File: src/rtl/i2s_transmitter.sv
// I2S transmitter: buffers one stereo pair from the DSP chain and shifts it out
// MSB-first with the standard one-bit delay, timed by the divider's sclk/lrclk.
module i2s_transmitter #(
    parameter int DATA_WIDTH = 24
) (
    input  logic                  mclk,
    input  logic                  rst_n,
    input  logic                  sclk,
    input  logic                  lrclk,
    input  logic [DATA_WIDTH-1:0] s_left,
    input  logic [DATA_WIDTH-1:0] s_right,
    input  logic                  s_valid,
    output logic                  s_ready,
    output logic                  sdata,
    output logic                  underrun
);
    localparam int IDX_W = $clog2(DATA_WIDTH + 1);
    localparam logic [IDX_W-1:0] LAST_IDX = IDX_W'(DATA_WIDTH);

    typedef enum logic {UNSYNCED, RUN} state_t;
    state_t state, state_nxt;

    logic sclk_d, lrclk_d;
    logic fall, lr_edge, left_start, right_start;
    logic ready_en, hold_full, xfer;
    logic do_load, do_right, do_shift;
    logic [DATA_WIDTH-1:0] hold_l, hold_r, shreg, pend_r;
    logic [IDX_W-1:0] bit_idx;

    assign fall        = sclk_d & ~sclk;
    assign lr_edge     = fall & (lrclk != lrclk_d);
    assign left_start  = lr_edge & ~lrclk;
    assign right_start = lr_edge & lrclk;

    // ready_en keeps s_ready low while reset is being sampled
    assign s_ready = ready_en & ~hold_full;
    assign xfer    = s_valid & s_ready;

    always_ff @(posedge mclk) begin
        if (!rst_n) state <= UNSYNCED;
        else        state <= state_nxt;
    end

    always_comb begin
        state_nxt = state;
        if (state == UNSYNCED && left_start) state_nxt = RUN;
    end

    // A frame load is honoured in both states; the first one is what syncs us.
    always_comb begin
        do_load  = left_start;
        do_right = 1'b0;
        do_shift = 1'b0;
        if (state == RUN) begin
            do_right = right_start;
            do_shift = fall & ~lr_edge;
        end
    end

    always_ff @(posedge mclk) begin
        if (!rst_n) begin
            sclk_d    <= 1'b0;
            lrclk_d   <= 1'b0;
            ready_en  <= 1'b0;
            hold_full <= 1'b0;
            hold_l    <= '0;
            hold_r    <= '0;
            shreg     <= '0;
            pend_r    <= '0;
            bit_idx   <= '0;
            sdata     <= 1'b0;
            underrun  <= 1'b0;
        end else begin
            sclk_d   <= sclk;
            lrclk_d  <= lrclk;
            ready_en <= 1'b1;
            underrun <= 1'b0;

            if (xfer) begin
                hold_l <= s_left;
                hold_r <= s_right;
            end

            // No bypass: a pair arriving with the load lands in the buffer.
            if (xfer)         hold_full <= 1'b1;
            else if (do_load) hold_full <= 1'b0;

            if (do_load) begin
                if (hold_full) begin
                    shreg  <= hold_l;
                    pend_r <= hold_r;
                end else begin
                    shreg    <= '0;
                    pend_r   <= '0;
                    underrun <= 1'b1;
                end
                bit_idx <= '0;
                sdata   <= 1'b0;
            end else if (do_right) begin
                shreg   <= pend_r;
                bit_idx <= '0;
                sdata   <= 1'b0;
            end else if (do_shift) begin
                if (bit_idx < LAST_IDX) begin
                    sdata   <= shreg[DATA_WIDTH-1];
                    shreg   <= shreg << 1;
                    bit_idx <= bit_idx + IDX_W'(1);
                end else begin
                    sdata <= 1'b0;
                end
            end
        end
    end
endmodule
File: config.mk
export PLATFORM = sky130hd
export DESIGN_NAME = i2s_transmitter
export DESIGN_NICKNAME = d
export VERILOG_FILES = /design/src/rtl/i2s_transmitter.sv
export SDC_FILE = /design/constraint.sdc
export NUM_CORES = 1
export LEC_CHECK = 0
export CAP_MARGIN = 20
export CORE_MARGIN = 5
export CORE_UTILIZATION = 40
export DETAILED_ROUTE_END_ITERATION = 8
export PLACE_DENSITY = 0.72
export REMOVE_ABC_BUFFERS = 1
export SYNTH_ARGS = -nofsm -noshare
export SYNTH_HDL_FRONTEND = slang
export SYNTH_SLANG_ARGS = --single-unit
File: constraint.sdc
create_clock -name mclk -period 1.7 [get_ports mclk]
set_clock_uncertainty 0.1 [all_clocks]
set_input_delay 0.17 -clock mclk [delete_from_list [all_inputs] [get_ports mclk]]
set_output_delay 0.17 -clock mclk [all_outputs]
set_load 0.02 [all_outputs]
* Yosys cells after proc, flatten, opt, wreduce, memory -nomap -nowiden
Index checks and enable logic that the tools add are counted.
Storage, ports and cells: register bits 108, input port bits 53, output and inout bits 3, logic and storage cells 49
Operators by class: $add $sub $neg 1, magnitude comparators 1, equal/unequal tests 1, mux-type cells 13, bitwise logic cells 13, reduce and logical (&&, ||, !) cells 8
Operator list (count):
- $mux W24 | 6
- $and A1 B1 Y1 | 7
- $mux W1 | 7
- $not A1 Y1 | 6
- $reduce_and A2 Y1 | 3
- $reduce_bool A3 Y1 | 2
- $add A5 B1 Y5 const B | 1
- $lt A5 B5 Y1 const B | 1
- $reduce_or A3 Y1 | 1
- $reduce_bool A2 Y1 | 1
- $logic_and A1 B1 Y1 | 1
- $ne A1 B1 Y1 | 1

* Logic depth before layout (Yosys ltp)
word-level depth 9, mapped depth 6, depth with buffers taken out 4

* Worst setup path after synthesis
Ideal clock, no wire load.
kind flip-flop to flip-flop, start point register ready_en, end point register hold_l[10], setup time 0.070 ns, data arrival time 1.518 ns, required time 1.530 ns, setup slack 0.011 ns, cell stages (with the launch flop) 7, clock period less this slack 1.689 ns, cells stage by stage dfxtp_1 nor2b_1 and2_1 buf_2 buf_1 nand2_1 a21oi_1
On the way: word-level cells in the longest chain between the ends 2
RTL lines:
- start: declaration | line 25 | logic ready_en, hold_full, xfer;
- start signal: assignment | line 64 | ready_en <= 1'b0;
- start signal: assignment | line 76 | ready_en <= 1'b1;
- $and A1 B1 Y1 | line 36 | assign s_ready = ready_en & ~hold_full;
- net s_ready | line 13 | output logic s_ready,
- $and A1 B1 Y1 | line 37 | assign xfer = s_valid & s_ready;
- end signal: assignment | line 80 | hold_l <= s_left;
- end: declaration | line 27 | logic [DATA_WIDTH-1:0] hold_l, hold_r, shreg, pend_r;
The timed path passes the listed nets, and every way through them passes these cells. A chain may end at the register's enable or synchronous reset.

* Worst setup path after layout
start point register sclk_d, end point register shreg[4]
On the way: word-level cells in the longest chain between the ends 7
RTL lines:
- start: declaration | line 23 | logic sclk_d, lrclk_d;
- start signal: assignment | line 74 | sclk_d <= sclk;
- $and A1 B1 Y1 (*) | line 30 | assign fall = sclk_d & ~sclk;
- $and A1 B1 Y1 | line 31 | assign lr_edge = fall & (lrclk != lrclk_d);
- $not A1 Y1 | line 56 | do_shift = fall & ~lr_edge;
- $and A1 B1 Y1 | line 56
- $mux W1 | line 54 | if (state == RUN) begin
- $reduce_bool A3 Y1 (no line)
- $reduce_and A2 Y1 (no line)
- end signal: assignment | line 90 | shreg <= hold_l;
- end signal: assignment | line 100 | shreg <= pend_r;
- end signal: assignment | line 106 | shreg <= shreg << 1;
- end: declaration | line 27
Mark *: on every way between the ends. The rest lies on a longest branch, timed or not.

==> impl_results.md <==
* Initial DRT Pass Iterations at 5
* Ant. Diodes at 0
* Io pins at 56
* Clock Latency Late Sink at 380 ps
* Worst slew margin relative to its limit at 77.56%
* Synth Area in Compound Gates at 25.59%
* Adder-cell share of the synthesized area at 0.2898%
* Final WL at 10290 um
* Fin nets at 617
* Drt wl/cell at 14.53 um
* First-pass GRT wire length at 17440 um
* DRT antenna net count at 0
* Simple-gate share of the synthesized area at 18.46%
* Int Pwr at 3.349 mW
* Pleak at 1.837 nW
* # hold bufs at CTS at 0
* WP data required at 1870 ps
* Synth warn at 0
* Initial DRC Count at 188
* Main combinational cell family by area after synthesis: compound AO/OA/AOI/OAI gates
* Critical path endpoint category: register
* Main synth FF type: dfxtp_1
* Synth Cell Area at 4318 um2
* Crit path max fanout at 15
* CP Data Arrival Time at 1820 ps
* Sequential area share after synthesis at 50.07%
* Vias in the first global route at 3742
* FMAX at 606.1 MHz
* Final hold violations at 0
* HPWL after DPL at 7019 um
* Routability-driven placement congestion ratio at 0.8296
* Reg2Reg Setup Slack at 50 ps
* Setup TNS at 0 ps
* Post-route DRC at 0
* Total grt overflow at 0
* Core ar. at 10700 um2
* Via count at 3821
* Most frequent cells in the layout: 107 x dfxtp_1, 103 x nand2_1, 75 x a21oi_1
* Peak supply drop at 0.4223 mV
* Root Driver: clkbuf_8
* Pwr Total at 4.478 mW
* Largest net degree at the start of global routing at 50
* CTS tree: built
* Die Wd at 113.9 um
* Final worst-path cycle share at 97.05%
* Fraction of final layout cells sized beyond drive strength 1 at 12.32%
* Setup Buffers After CTS at 0
* Syn Inst Count at 514
* Global Route Usage Sum at 16.28%
* PD cells at 846.4 nW/um2
* RSZ-0062 raised after global routing: false
* Final setup vio count at 0
* # resized after CTS at 1
* Routed vias/inst at 5.397
* CTS Sinks at 108
* Post-synth EDFFs at 0
* Die area at 12970 um2
* Switch share at 25.23%
* Commonest non-fill, non-tap cell in the layout: dfxtp_1
* Synth Area in XOR/XNOR at 0.6085%
* Num CTS Buffers at 9
* Mux contribution to synthesized area at 0%
* Initial Util at 40.36%
* Synthesized area per cell at 8.401 um2
* Die Y at 113.9 um
* H-tree depth at 3
* Max-Cap Viols at 0
* Logic pwr share at 9.2%
* # port buffers at 55
* Min-Delay Path Class: input port to register
* Layout area overhead at 22.54%
* Initial antenna violation count at 0
* Synth cell types at 33
* Status: finished clean
* Synth async-reset ratio at 0%
* CTS clk-pin slew, worst paths at 110 ps
* Synth Register Bits at 108
* Final worst path period need at 1650 ps
* WS Path Type: register to register
* Final Slew Violations at 0
* Placed Cells incl. Taps at 692
* Switching power at 1.130 mW
* Clock buffer depth at 2
* CP startpoint kind: register
* Sequential group share of total power at 58.8%
* Tightest Pin Transition at 336.6 ps
* Placement Rows at 38
* Fin cells at 708
* Clock network power share at 32.0%
stage by stage:
step / setup slack [ps] / hold slack [ps] / area, um2 / util, %
after global routing: 0.9599 / 219.7 / 5291 / 49.46
after detailed placement: -245.9 / 347.1 / 5110 / 47.77
final: 50.08 / 228.0 / 5291 / 49.46
after global placement: -166.2 / 342.7 / 5110 / 47.77
after CTS: 71.77 / 215.4 / 5285 / 49.40
after floorplan: -855.2 / 97.72 / 4106 / -
layer usage:
layer	global-route usage [%]	part of all wire, %	wire (um)	vias to the layer above
met4	4.909	1.4	143	0
met1	21.98	48	4953	1794
met2	26.58	46	4748	102
met5	0	0	0	-
met3	3.077	4.3	444	13
li1	-	-	-	1912
Yosys cell counts (3+ instances only):
cell	n	area share [%]
dfxtp_1	108	50
o221a_1	5	1.3
a22o_1	23	4.7
o21ai_0	29	3.4
and3_1	3	0.43
nor2_1	7	0.61
buf_2	19	2.2
clkbuf_1	28	2.4
o21ai_1	19	2.2
a21oi_1	75	8.7
nand3_1	51	5.9
o221a_2	18	4.7
nand2_1	103	9.0
and2_1	3	0.43
area by class of cell:
class / instances / area [um2]
tap: 140 / 175.2
clock inverter: 6 / 48.80
clock buffer: 10 / 127.6
sequential: 108 / 2163
inverter: 1 / 3.754
fill: 1028 / 5406
multi-input combinational: 356 / 1942
timing repair buffer: 87 / 830.8
state kept, by name, indices dropped and copies added, names as in the netlist:
| signal | flops |
|---|---|
| underrun | 1 |
| hold_l | 24 |
| ready_en | 1 |
| lrclk_d | 1 |
| pend_r | 24 |
| bit_idx | 5 |
| hold_full | 1 |
| state | 1 |
| shreg | 24 |
| hold_r | 24 |
| sdata | 1 |
| sclk_d | 1 |
worst max-delay path: stages (launching register included):
cell     delay (ps)
dfxtp_1         400
and3b_2         240
and3_1          210
buf_4           230
o21ai_0         120
o221a_2         230
power groups by stage:
stage               logic [mW]  clock network (mW)  registers, mW
floorplan                0.163                   0           2.69
global placement         0.405                   0           2.69
detailed placement       0.415                   0           2.69
CTS                      0.416                1.47           2.63
global route             0.456                1.56           2.64
finish                   0.411                1.43           2.63
path summary, 6_finish.rpt:
path	startpoint	endpoint	cells after the start
worst min-delay path	s_left[6]	hold_l[6]	3
worst max-delay path	sclk_d	shreg[4]	5
worst max register to register	sclk_d	shreg[4]	5
worst min register to register	hold_r[4]	hold_r[4]	2
cell families (layout without fill, tap and decap cells):
kind of cell | Yosys count | after routing
fa+ha+maj | 1 | 1
xor+xnor | 3 | 3
simple gates | 179 | 179
buf+inv | 50 | 104
flops | 108 | 108
compound gates | 173 | 173
(Power assumes the default switching activity.)
